**src/rtl/muldiv_pkg.sv**
```systemverilog
// Shared types and constants for the iterative multiply/divide unit.
package muldiv_pkg;

    localparam int MD_WIDTH = 32;
    localparam int MD_CNT_W = $clog2(MD_WIDTH);

    typedef enum logic [1:0] {
        MULT  = 2'b00,
        MULTU = 2'b01,
        DIV   = 2'b10,
        DIVU  = 2'b11
    } muldiv_op_t;

    typedef enum logic [1:0] {
        IDLE = 2'b00,
        RUN  = 2'b01,
        SIGN = 2'b10
    } muldiv_state_t;

endpackage

```
**src/rtl/muldiv_dp.sv**
```systemverilog
// Radix-2 iterative datapath: shift-add multiply or restoring divide on a
// 2*WIDTH accumulator ({remainder, quotient} for divide, {high, low} product for multiply).
module muldiv_dp
    import muldiv_pkg::*;
#(
    parameter int WIDTH = MD_WIDTH
) (
    input  logic               clk,
    input  logic               reset,
    input  logic               i_load,
    input  logic               i_step,
    input  logic               i_div,
    input  logic [WIDTH-1:0]   i_a,
    input  logic [WIDTH-1:0]   i_b,
    output logic [2*WIDTH-1:0] o_acc
);

    logic [2*WIDTH-1:0] r_acc;
    logic [WIDTH-1:0]   r_b;
    logic               r_div;
    logic [WIDTH:0]     w_sum;
    logic [WIDTH:0]     w_diff;
    logic [2*WIDTH-1:0] w_next;

    // One iteration: the divide trial subtraction uses WIDTH+1 bits so the
    // bit shifted out of the partial remainder is not lost.
    always_comb begin
        w_sum  = {1'b0, r_acc[2*WIDTH-1:WIDTH]} + (r_acc[0] ? {1'b0, r_b} : {(WIDTH+1){1'b0}});
        w_diff = r_acc[2*WIDTH-1:WIDTH-1] - {1'b0, r_b};
        if (r_div) begin
            if (w_diff[WIDTH] == 1'b0) begin
                w_next = {w_diff[WIDTH-1:0], r_acc[WIDTH-2:0], 1'b1};
            end else begin
                w_next = {r_acc[2*WIDTH-2:0], 1'b0};
            end
        end else begin
            w_next = {w_sum, r_acc[WIDTH-1:1]};
        end
    end

    // Accumulator and operand register.
    always_ff @(posedge clk) begin
        if (reset) begin
            r_acc <= '0;
            r_b   <= '0;
            r_div <= 1'b0;
        end else if (i_load) begin
            r_acc <= {{WIDTH{1'b0}}, i_a};
            r_b   <= i_b;
            r_div <= i_div;
        end else if (i_step) begin
            r_acc <= w_next;
        end
    end

    assign o_acc = r_acc;

endmodule

```
**src/rtl/muldiv_ctrl.sv**
```systemverilog
// Sequencing controller for the multi-cycle mult/div unit: FSM, HI/LO
// registers, sign correction, hazard stall request and HI/LO read mux.
module muldiv_ctrl
    import muldiv_pkg::*;
#(
    parameter int WIDTH = MD_WIDTH
) (
    input  logic             clk,
    input  logic             reset,
    input  logic             StartE,
    input  logic [1:0]       OpE,
    input  logic [WIDTH-1:0] SrcAE,
    input  logic [WIDTH-1:0] SrcBE,
    input  logic             MfE,
    input  logic             MtE,
    input  logic             HiSelE,
    output logic             StallMD,
    output logic [WIDTH-1:0] HiLoE,
    output logic             Busy,
    output logic             DivZero
);

    localparam int              CNT_W = $clog2(WIDTH);
    localparam int              W2    = 2 * WIDTH;
    localparam logic [CNT_W-1:0] LAST = CNT_W'(WIDTH - 1);

    muldiv_state_t      r_state;
    muldiv_op_t         r_op;
    logic [CNT_W-1:0]   r_cnt;
    logic [WIDTH-1:0]   r_hi;
    logic [WIDTH-1:0]   r_lo;
    logic               r_neg_q;
    logic               r_neg_r;
    logic               r_dz_pend;
    logic               r_busy;
    logic               r_divzero;

    logic               w_accept;
    logic               w_signed;
    logic               w_is_div;
    logic [WIDTH-1:0]   w_a;
    logic [WIDTH-1:0]   w_b;
    logic [W2-1:0]      w_acc;
    logic [W2-1:0]      w_prod_fix;
    logic [WIDTH-1:0]   w_q_fix;
    logic [WIDTH-1:0]   w_r_fix;

    assign w_accept = StartE & ~r_busy;
    assign w_signed = ~OpE[0];
    assign w_is_div = OpE[1];

    // Signed ops run on magnitudes; the sign is reapplied in SIGN.
    always_comb begin
        if (w_signed && SrcAE[WIDTH-1]) begin
            w_a = ~SrcAE + WIDTH'(1);
        end else begin
            w_a = SrcAE;
        end
        if (w_signed && SrcBE[WIDTH-1]) begin
            w_b = ~SrcBE + WIDTH'(1);
        end else begin
            w_b = SrcBE;
        end
    end

    muldiv_dp #(.WIDTH(WIDTH)) u_dp (
        .clk    (clk),
        .reset  (reset),
        .i_load (w_accept),
        .i_step (r_state == RUN),
        .i_div  (w_is_div),
        .i_a    (w_a),
        .i_b    (w_b),
        .o_acc  (w_acc)
    );

    // Sign correction; a zero divisor forces an all-ones quotient.
    always_comb begin
        w_prod_fix = r_neg_q ? (~w_acc + W2'(1)) : w_acc;
        w_r_fix    = r_neg_r ? (~w_acc[W2-1:WIDTH] + WIDTH'(1)) : w_acc[W2-1:WIDTH];
        if (r_dz_pend) begin
            w_q_fix = '1;
        end else if (r_neg_q) begin
            w_q_fix = ~w_acc[WIDTH-1:0] + WIDTH'(1);
        end else begin
            w_q_fix = w_acc[WIDTH-1:0];
        end
    end

    // Control FSM, iteration counter, HI/LO and the DivZero pulse.
    always_ff @(posedge clk) begin
        if (reset) begin
            r_state   <= IDLE;
            r_op      <= MULT;
            r_cnt     <= '0;
            r_hi      <= '0;
            r_lo      <= '0;
            r_neg_q   <= 1'b0;
            r_neg_r   <= 1'b0;
            r_dz_pend <= 1'b0;
            r_busy    <= 1'b0;
            r_divzero <= 1'b0;
        end else begin
            r_divzero <= 1'b0;
            case (r_state)
                IDLE: begin
                    if (StartE) begin
                        r_state   <= RUN;
                        r_busy    <= 1'b1;
                        r_cnt     <= '0;
                        r_op      <= muldiv_op_t'(OpE);
                        r_neg_q   <= w_signed & (SrcAE[WIDTH-1] ^ SrcBE[WIDTH-1]);
                        r_neg_r   <= w_signed & w_is_div & SrcAE[WIDTH-1];
                        r_dz_pend <= w_is_div & (SrcBE == '0);
                    end else if (MtE) begin
                        if (HiSelE) begin
                            r_hi <= SrcAE;
                        end else begin
                            r_lo <= SrcAE;
                        end
                    end
                end
                RUN: begin
                    r_cnt <= r_cnt + CNT_W'(1);
                    if (r_cnt == LAST) begin
                        r_state <= SIGN;
                    end
                end
                SIGN: begin
                    if (r_op == DIV || r_op == DIVU) begin
                        r_hi <= w_r_fix;
                        r_lo <= w_q_fix;
                    end else begin
                        r_hi <= w_prod_fix[W2-1:WIDTH];
                        r_lo <= w_prod_fix[WIDTH-1:0];
                    end
                    r_divzero <= r_dz_pend;
                    r_busy    <= 1'b0;
                    r_state   <= IDLE;
                end
                default: begin
                    r_state <= IDLE;
                    r_busy  <= 1'b0;
                end
            endcase
        end
    end

    assign StallMD = r_busy & (StartE | MfE | MtE);
    assign HiLoE   = HiSelE ? r_hi : r_lo;
    assign Busy    = r_busy;
    assign DivZero = r_divzero;

endmodule

```
**config.mk**
```make
export PLATFORM = sky130hd
export DESIGN_NAME = muldiv_ctrl
export DESIGN_NICKNAME = d
export VERILOG_FILES = /design/src/rtl/muldiv_pkg.sv /design/src/rtl/muldiv_dp.sv /design/src/rtl/muldiv_ctrl.sv
export SDC_FILE = /design/constraint.sdc
export NUM_CORES = 1
export LEC_CHECK = 0
export ABC_AREA = 1
export CORE_MARGIN = 2
export CORE_UTILIZATION = 25
export CTS_BUF_LIST = sky130_fd_sc_hd__clkbuf_4
export DETAILED_ROUTE_END_ITERATION = 6
export MAX_ROUTING_LAYER = met4
export PLACE_DENSITY = 0.48
export SLEW_MARGIN = 15
export SYNTH_ARGS = -nofsm -noshare
export SYNTH_HDL_FRONTEND = slang
export SYNTH_HIERARCHICAL = 1
export SYNTH_SLANG_ARGS = --single-unit
```
**constraint.sdc**
```tcl
create_clock -name clk -period 5.4 [get_ports clk]
set_input_delay 1.62 -clock clk [delete_from_list [all_inputs] [get_ports clk]]
set_output_delay 1.62 -clock clk [all_outputs]
set_load 0.05 [all_outputs]
```
==> results of run 1 <==
[metal layers]
metal,GRT usage,wire length [µm]
met5,-,0
met3,0.0317,4500
met4,0.0640,2140
met1,0.288,36900
met2,0.336,34400
[metrics by stage]
step                      setup slack, ns  area, µm²  hold slack (ns)   util
after global placement              0.704      19600            0.456  0.280
after CTS                           0.675      20000            0.480  0.285
final                               0.682      20000            0.478  0.285
after floorplan                      1.21      17700            0.442      -
after detailed placement            0.675      19600            0.460  0.280
after global routing                0.502      20000            0.494  0.285
[final timing paths]
check                         startpoint                          end  slack, ns  cells after the start
max                               HiSelE                     HiLoE[6]       0.68                      6
max reg2reg  u_dp/o_acc[31]$_SDFFE_PP0P_  u_dp/o_acc[61]$_SDFFE_PP0P_       1.81                     18
min                r_cnt[3]$_SDFFE_PP0P_        r_cnt[3]$_SDFFE_PP0P_       0.48                      2
min reg2reg        r_cnt[3]$_SDFFE_PP0P_        r_cnt[3]$_SDFFE_PP0P_       0.48                      2
[power by group]
group | switching, µW | total, µW | internal [µW]
Combinational | 1280 | 1870 | 582
Sequential | 135 | 1510 | 1380
Clock | 552 | 1020 | 469
[flip-flops by register name, summed over array words and instances (netlist names)]
register	count
r_hi	32
u_dp/o_acc	64
r_state	2
u_dp/r_div	1
r_op	1
Busy	1
r_dz_pend	1
DivZero	1
u_dp/r_b	32
r_neg_q	1
r_neg_r	1
r_cnt	5
r_lo	32
[worst max-delay path: stages]
cell	delay [ns]
clkdlybuf4s50_1	0.74
clkinv_1	0.12
buf_4	0.26
nand2_1	0.10
nand2_1	0.06
buf_4	0.18
[layout make-up]
cell class	count	area, µm²
Clock inverter	15	255
Inverter	475	1790
Antenna cell	2	5.00
Multi-Input combinational cell	2453	12000
Tap cell	940	1180
Timing Repair Buffer	138	1220
Clock buffer	17	128
Sequential cell	174	3480
Fill cell	8371	50100
[synthesized netlist by cell type, types with 30 or more instances]
library cell | number | area [µm²]
nand2_1 | 1014 | 3810
nor3_1 | 30 | 150
o21ai_0 | 193 | 966
a211oi_1 | 32 | 240
nand4_1 | 48 | 300
inv_1 | 464 | 1740
dfxtp_1 | 174 | 3480
ha_1 | 70 | 876
nand3b_1 | 42 | 315
nor2_1 | 401 | 1510
clkbuf_1 | 73 | 274
a21oi_1 | 209 | 1050
nand3_1 | 191 | 956
xor2_1 | 60 | 526
a31oi_1 | 35 | 219
[cells in the final DEF, fill, tap and decap left out, drive strengths merged]
master            n
o21ai           204
nor2            418
a21o              3
clkdlybuf4s50    73
a221oi            1
nand2          1030
inv             476
o22ai             1
o31a              1
a22oi             2
o31ai             4
a21oi           210
clkbuf           17
dfxtp           174
nand4            48
o21a              4
o211ai           16
bufinv            6
nand3           195
a211oi           32
xnor2            12
buf              65
nor4              4
or2               9
o21bai            4
clkinv            7
xor2             60
clkinvlp          1
fa                2
diode             2
nand3b           42
ha               70
and3              1
a31oi            35
and2              9
nor3             36
[kinds of logic after synthesis]
group	after synthesis
AOI/OAI and AO/OA	517
adders and majority gates	72
and+or+nand+nor	1792
xor gates and xnor gates	72
buffers and inverters	588
DFF	174
==> qor.txt, run 1 <==
OUTCOME
-----------------------------------------------------------------------------------------------------
Outcome                                                                                  finished clean

GLOBAL ROUTING
-----------------------------------------------------------------------------------------------------
Antenna violations before repair                                                                    2
Overall fraction of global-route tracks in use                                                  0.216
First-pass GRT wire length                                                                 117,000 µm
GR Overflow Total                                                                                   0
Vias in the first global route                                                                 19,100
Pin count of the biggest net entering global routing                                               67

YOSYS
-----------------------------------------------------------------------------------------------------
Number of synthesis warnings                                                                        6
Multiplexer fraction of the synthesized cell area                                                   0
Instance count of the mapped netlist                                                            3,215
Portion of the post-synthesis area used by sequential elements                                  0.197
Mean cell area of the mapped netlist                                                         5.51 µm²
Net Count, Synth                                                                                3,359
Fraction of synthesis flops using an asynchronous set or reset pin                                  0
Count of different cell masters after synthesis                                                    52
Post-Synth XOR/XNOR Area                                                                       0.0356
Compound-cell area share of the yosys netlist                                                   0.160
Top_reg_cell synth                                                                            dfxtp_1
Post-synthesis share of cell area spent on full adders, half adders and majority gates         0.0517
Number of register bits inferred by synthesis                                                     174
Largest family of logic cells by synthesized area                                        simple AND/OR/NAND/NOR gates
Synthesized-area fraction occupied by and/or/nand/nor cells                                     0.426
Mapped cell area                                                                           17,700 µm²
Number of synthesized flops with an enable pin                                                      0

CLOCKING
-----------------------------------------------------------------------------------------------------
Resized cells post-CTS                                                                              0
Clock sink count                                                                                  174
H-Tree Level Count                                                                                  4
Post-CTS repair timing setup buffer count                                                           0
Root Driver                                                                                  clkbuf_4
CTS buffer count                                                                                   17
# hold bufs at CTS                                                                                  0
Clock input transition at the sequential cells of the worst setup and hold paths              0.15 ns
TritonCTS clock tree                                                                             done
Latest clock arrival within the worst-skew pair                                               0.71 ns
Max clock buf depth                                                                                 2

FLOORPLAN
-----------------------------------------------------------------------------------------------------
I/O pin total                                                                                     107
Chip width                                                                                     270 µm
Core outline area                                                                          70,100 µm²
Full die area                                                                              73,000 µm²
Starting density of the core                                                                    0.253
DIE HEIGHT                                                                                     270 µm
Num rows                                                                                           97

CRITICAL PATH
-----------------------------------------------------------------------------------------------------
Worst Path Arrival                                                                            3.10 ns
Type of element capturing the critical path                                                output pin
Required time at the endpoint of the critical path                                            3.78 ns
Kind of start point of the critical path                                                    input pin
Maximum net fanout on the critical path                                                            34
Critical Setup Path Class                                                                input pin to output pin

STA
-----------------------------------------------------------------------------------------------------
Clock skew                                                                                  0.0328 ns
Post-route minimum period                                                                     4.72 ns
RSZ-0062 raised after global routing                                                               no
Maximum clock frequency                                                                       212 MHz
Final sum of negative setup slack                                                                0 ns
Tightest Pin Transition                                                                       1.08 ns
Endpoints failing hold                                                                              0
Setup Viol. Count Final                                                                             0
Slew Limit Fails                                                                                    0
Share of the clock period used by the worst path                                                0.874
Worst-case headroom to the max-slew limit                                                       0.282

DRT
-----------------------------------------------------------------------------------------------------
Final Routed Wirelength                                                                     77,900 µm
Number of vias after detailed routing                                                          20,400
Post-detailed-route DRC marker count                                                                0
DRC marker count from the first detailed-route iteration                                        2,061
Antenna viol nets, final                                                                            0
Vias/cell                                                                                        4.84
DR pass1 iterations                                                                                 7
Wirelength per Cell                                                                           18.5 µm

JOB
-----------------------------------------------------------------------------------------------------
# Max-Cap Violations                                                                                0

PWR
-----------------------------------------------------------------------------------------------------
Power density normalized to cell area                                                      220 nW/µm²
Power Total                                                                                   4400 µW
Worst VDD drop                                                                             0.000138 V
Leakage                                                                                     0.0101 µW

PLACEMENT
-----------------------------------------------------------------------------------------------------
Count of input and output buffers                                                                 106
Total instance count after detailed placement                                                   4,180
Final weighted congestion of routability-driven global placement                                0.955
Final HPWL DP                                                                               63,200 µm

FINAL LAYOUT
-----------------------------------------------------------------------------------------------------
Number of nets in the finished design                                                           3,403
Share of post-route cells with drive strength above 1                                          0.0504
Final standard cell count with taps included and fillers excluded                               4,214
Post-synthesis to final-layout area growth                                                      12.9%

MIN PATH
-----------------------------------------------------------------------------------------------------
Worst hold-check path type                                                               register to register

No activity file was read; power rests on OpenSTA's default activity.
==> run 2: changes to the inputs <==
Settings changed: CORE_UTILIZATION 25 to 32, PLACE_DENSITY 0.48 to 0.56.
==> run 2 against run 1 <==
Final cell count fell by 5.7%. Power shrank 6.4%. Register-to-register slack improved by 0.04 ns. Core utilization up 7.1 points. Clock skew grew 0.0044 ns. Count of clock-buffer cells in the layout unchanged. Highest routed layer unchanged.
==> qor.txt, run 2 (synthesis gave the netlist of run 1 again) <==
CRITICAL PATH
-----------------------------------------------------------------------------------------------
Critical Path Max Stage Delay                                                           0.79 ns
Cell repeated most along the worst path                                            clkdlybuf4s50_1
Critical Setup Path Class                                                          input pin to output pin
Worst path buffer plus inverter count                                                         2
Worst Path Arrival                                                                      3.03 ns
Required time at the endpoint of the critical path                                      3.78 ns
Maximum net fanout on the critical path                                                       2
Worst-path cell chain                                                              clkdlybuf4s50_1 > o31a_1 > clkdlybuf4s50_1
Cell with the largest stage delay on the worst path                                clkdlybuf4s50_1
Type of element capturing the critical path                                          output pin
Family with the most delay on the worst path                                       buffers and inverters
Kind of start point of the critical path                                              input pin

STA
-----------------------------------------------------------------------------------------------
Endpoints failing hold                                                                        0
Maximum clock frequency                                                                 215 MHz
Setup Viol. Count Final                                                                       0
Post-route minimum period                                                               4.65 ns
Slew Limit Fails                                                                              0
Clock skew                                                                            0.0373 ns
Final sum of negative setup slack                                                          0 ns
Share of the clock period used by the worst path                                          0.862
Final-layout worst hold slack                                                          0.477 ns
Worst-case headroom to the max-slew limit                                                 0.288
Tightest Pin Transition                                                                 1.07 ns
RSZ-0062 raised after global routing                                                         no

PLACEMENT
-----------------------------------------------------------------------------------------------
Final weighted congestion of routability-driven global placement                          0.973
Count of input and output buffers                                                           106
Final HPWL DP                                                                         58,400 µm

GLOBAL ROUTING
-----------------------------------------------------------------------------------------------
Vias in the first global route                                                           18,500
First-pass GRT wire length                                                           110,000 µm
Antenna violations before repair                                                              3
GR Overflow Total                                                                             0
Overall fraction of global-route tracks in use                                            0.258
Pin count of the biggest net entering global routing                                         67

FLOORPLAN
-----------------------------------------------------------------------------------------------
DIE HEIGHT                                                                               239 µm
Full die area                                                                        57,300 µm²
Core outline area                                                                    54,900 µm²
Num rows                                                                                     86
Chip width                                                                               239 µm
I/O pin total                                                                               107
Starting density of the core                                                              0.323

PWR
-----------------------------------------------------------------------------------------------
Power Total                                                                             4120 µW
Power density normalized to cell area                                                210 nW/µm²
Worst VDD drop                                                                       0.000152 V
Leakage                                                                              0.00999 µW

CLOCKING
-----------------------------------------------------------------------------------------------
Max clock buf depth                                                                           2
Clock sink count                                                                            174
CTS buffer count                                                                             17
Resized cells post-CTS                                                                        0
# hold bufs at CTS                                                                            0
Root Driver                                                                            clkbuf_4
H-Tree Level Count                                                                            4
Latest clock arrival within the worst-skew pair                                         0.73 ns
TritonCTS clock tree                                                                       done
Post-CTS repair timing setup buffer count                                                     0
Clock input transition at the sequential cells of the worst setup and hold paths        0.15 ns

DRT
-----------------------------------------------------------------------------------------------
DR pass1 iterations                                                                           7
Wirelength per Cell                                                                     18.3 µm
DRC marker count from the first detailed-route iteration                                  1,757
Number of vias after detailed routing                                                    20,400
Antenna viol nets, final                                                                      0
Post-detailed-route DRC marker count                                                          0
Final Routed Wirelength                                                               72,600 µm
Vias/cell                                                                                  5.13

FINAL LAYOUT
-----------------------------------------------------------------------------------------------
Max reg flops                                                                                64
Post-synthesis to final-layout area growth                                                10.3%
Share of post-route cells with drive strength above 1                                    0.0484
Number of nets in the finished design                                                     3,399
Post-layout util                                                                          0.356
Leading cell type in the layout, fill and taps excluded                                 nand2_1
Commonest cells after routing, fill and taps aside                                 nand2_1, inv_1, nor2_1

MIN PATH
-----------------------------------------------------------------------------------------------
Worst hold-check path type                                                         register to register

JOB
-----------------------------------------------------------------------------------------------
# Max-Cap Violations                                                                          0

OUTCOME
-----------------------------------------------------------------------------------------------
Outcome                                                                            finished clean

-- run 2: changes by cell type in the layout (fill, tap and decap cells not counted), sizes merged --
cell      before  now
buf           65   61
bufinv         6    1
clkinv         7   10
clkinvlp       1    3
diode          2    3
inv          476  475
-- run 2: per-stage QoR --
step	cell area, µm²	std cells	setup slack (ns)
final	19600	3974	0.748
after global routing	19600	3974	0.710
after CTS	19500	3971	0.742
after detailed placement	19300	3940	0.742
after global placement	19300	3940	0.752
after floorplan	17700	3215	1.21
-- run 2: routing by layer --
| metal | track usage | vias to the layer above | share of wire |
|---|---|---|---|
| li1 | - | 10300 | - |
| met1 | 0.345 | 9286 | 0.46 |
| met2 | 0.401 | 682 | 0.44 |
| met3 | 0.0347 | 112 | 0.058 |
| met4 | 0.0866 | 0 | 0.034 |
| met5 | - | - | 0 |
-- run 2: path summary, 6_finish.rpt --
path	startpoint	endpoint	slack (ns)	depth (start not counted)
hold reg to reg	r_cnt[3]$_SDFFE_PP0P_	r_cnt[3]$_SDFFE_PP0P_	0.48	2
setup / recovery	MtE	StallMD	0.75	3
setup reg to reg	u_dp/o_acc[31]$_SDFFE_PP0P_	u_dp/o_acc[62]$_SDFFE_PP0P_	1.85	18
hold / removal	r_cnt[3]$_SDFFE_PP0P_	r_cnt[3]$_SDFFE_PP0P_	0.48	2
-- run 2: power breakdown --
group	internal [µW]	switching, µW
clock network	225	533
logic	580	1270
registers	1380	133
total	2180	1930
-- run 2: worst min-delay path, stage by stage, from the launching register on --
cell and delay [ns]:
dfxtp_1 0.34, nand2_1 0.06, a21oi_1 0.05
-- run 2: final cells by class --
cell class / count / area [µm²]
antenna: 3 / 7.51
clock buffer: 17 / 128
clock inverter: 14 / 118
fill: 6339 / 35300
inverter: 475 / 1790
multi-input combinational: 2453 / 12000
sequential: 174 / 3480
tap: 704 / 881
timing repair buffer: 134 / 1190
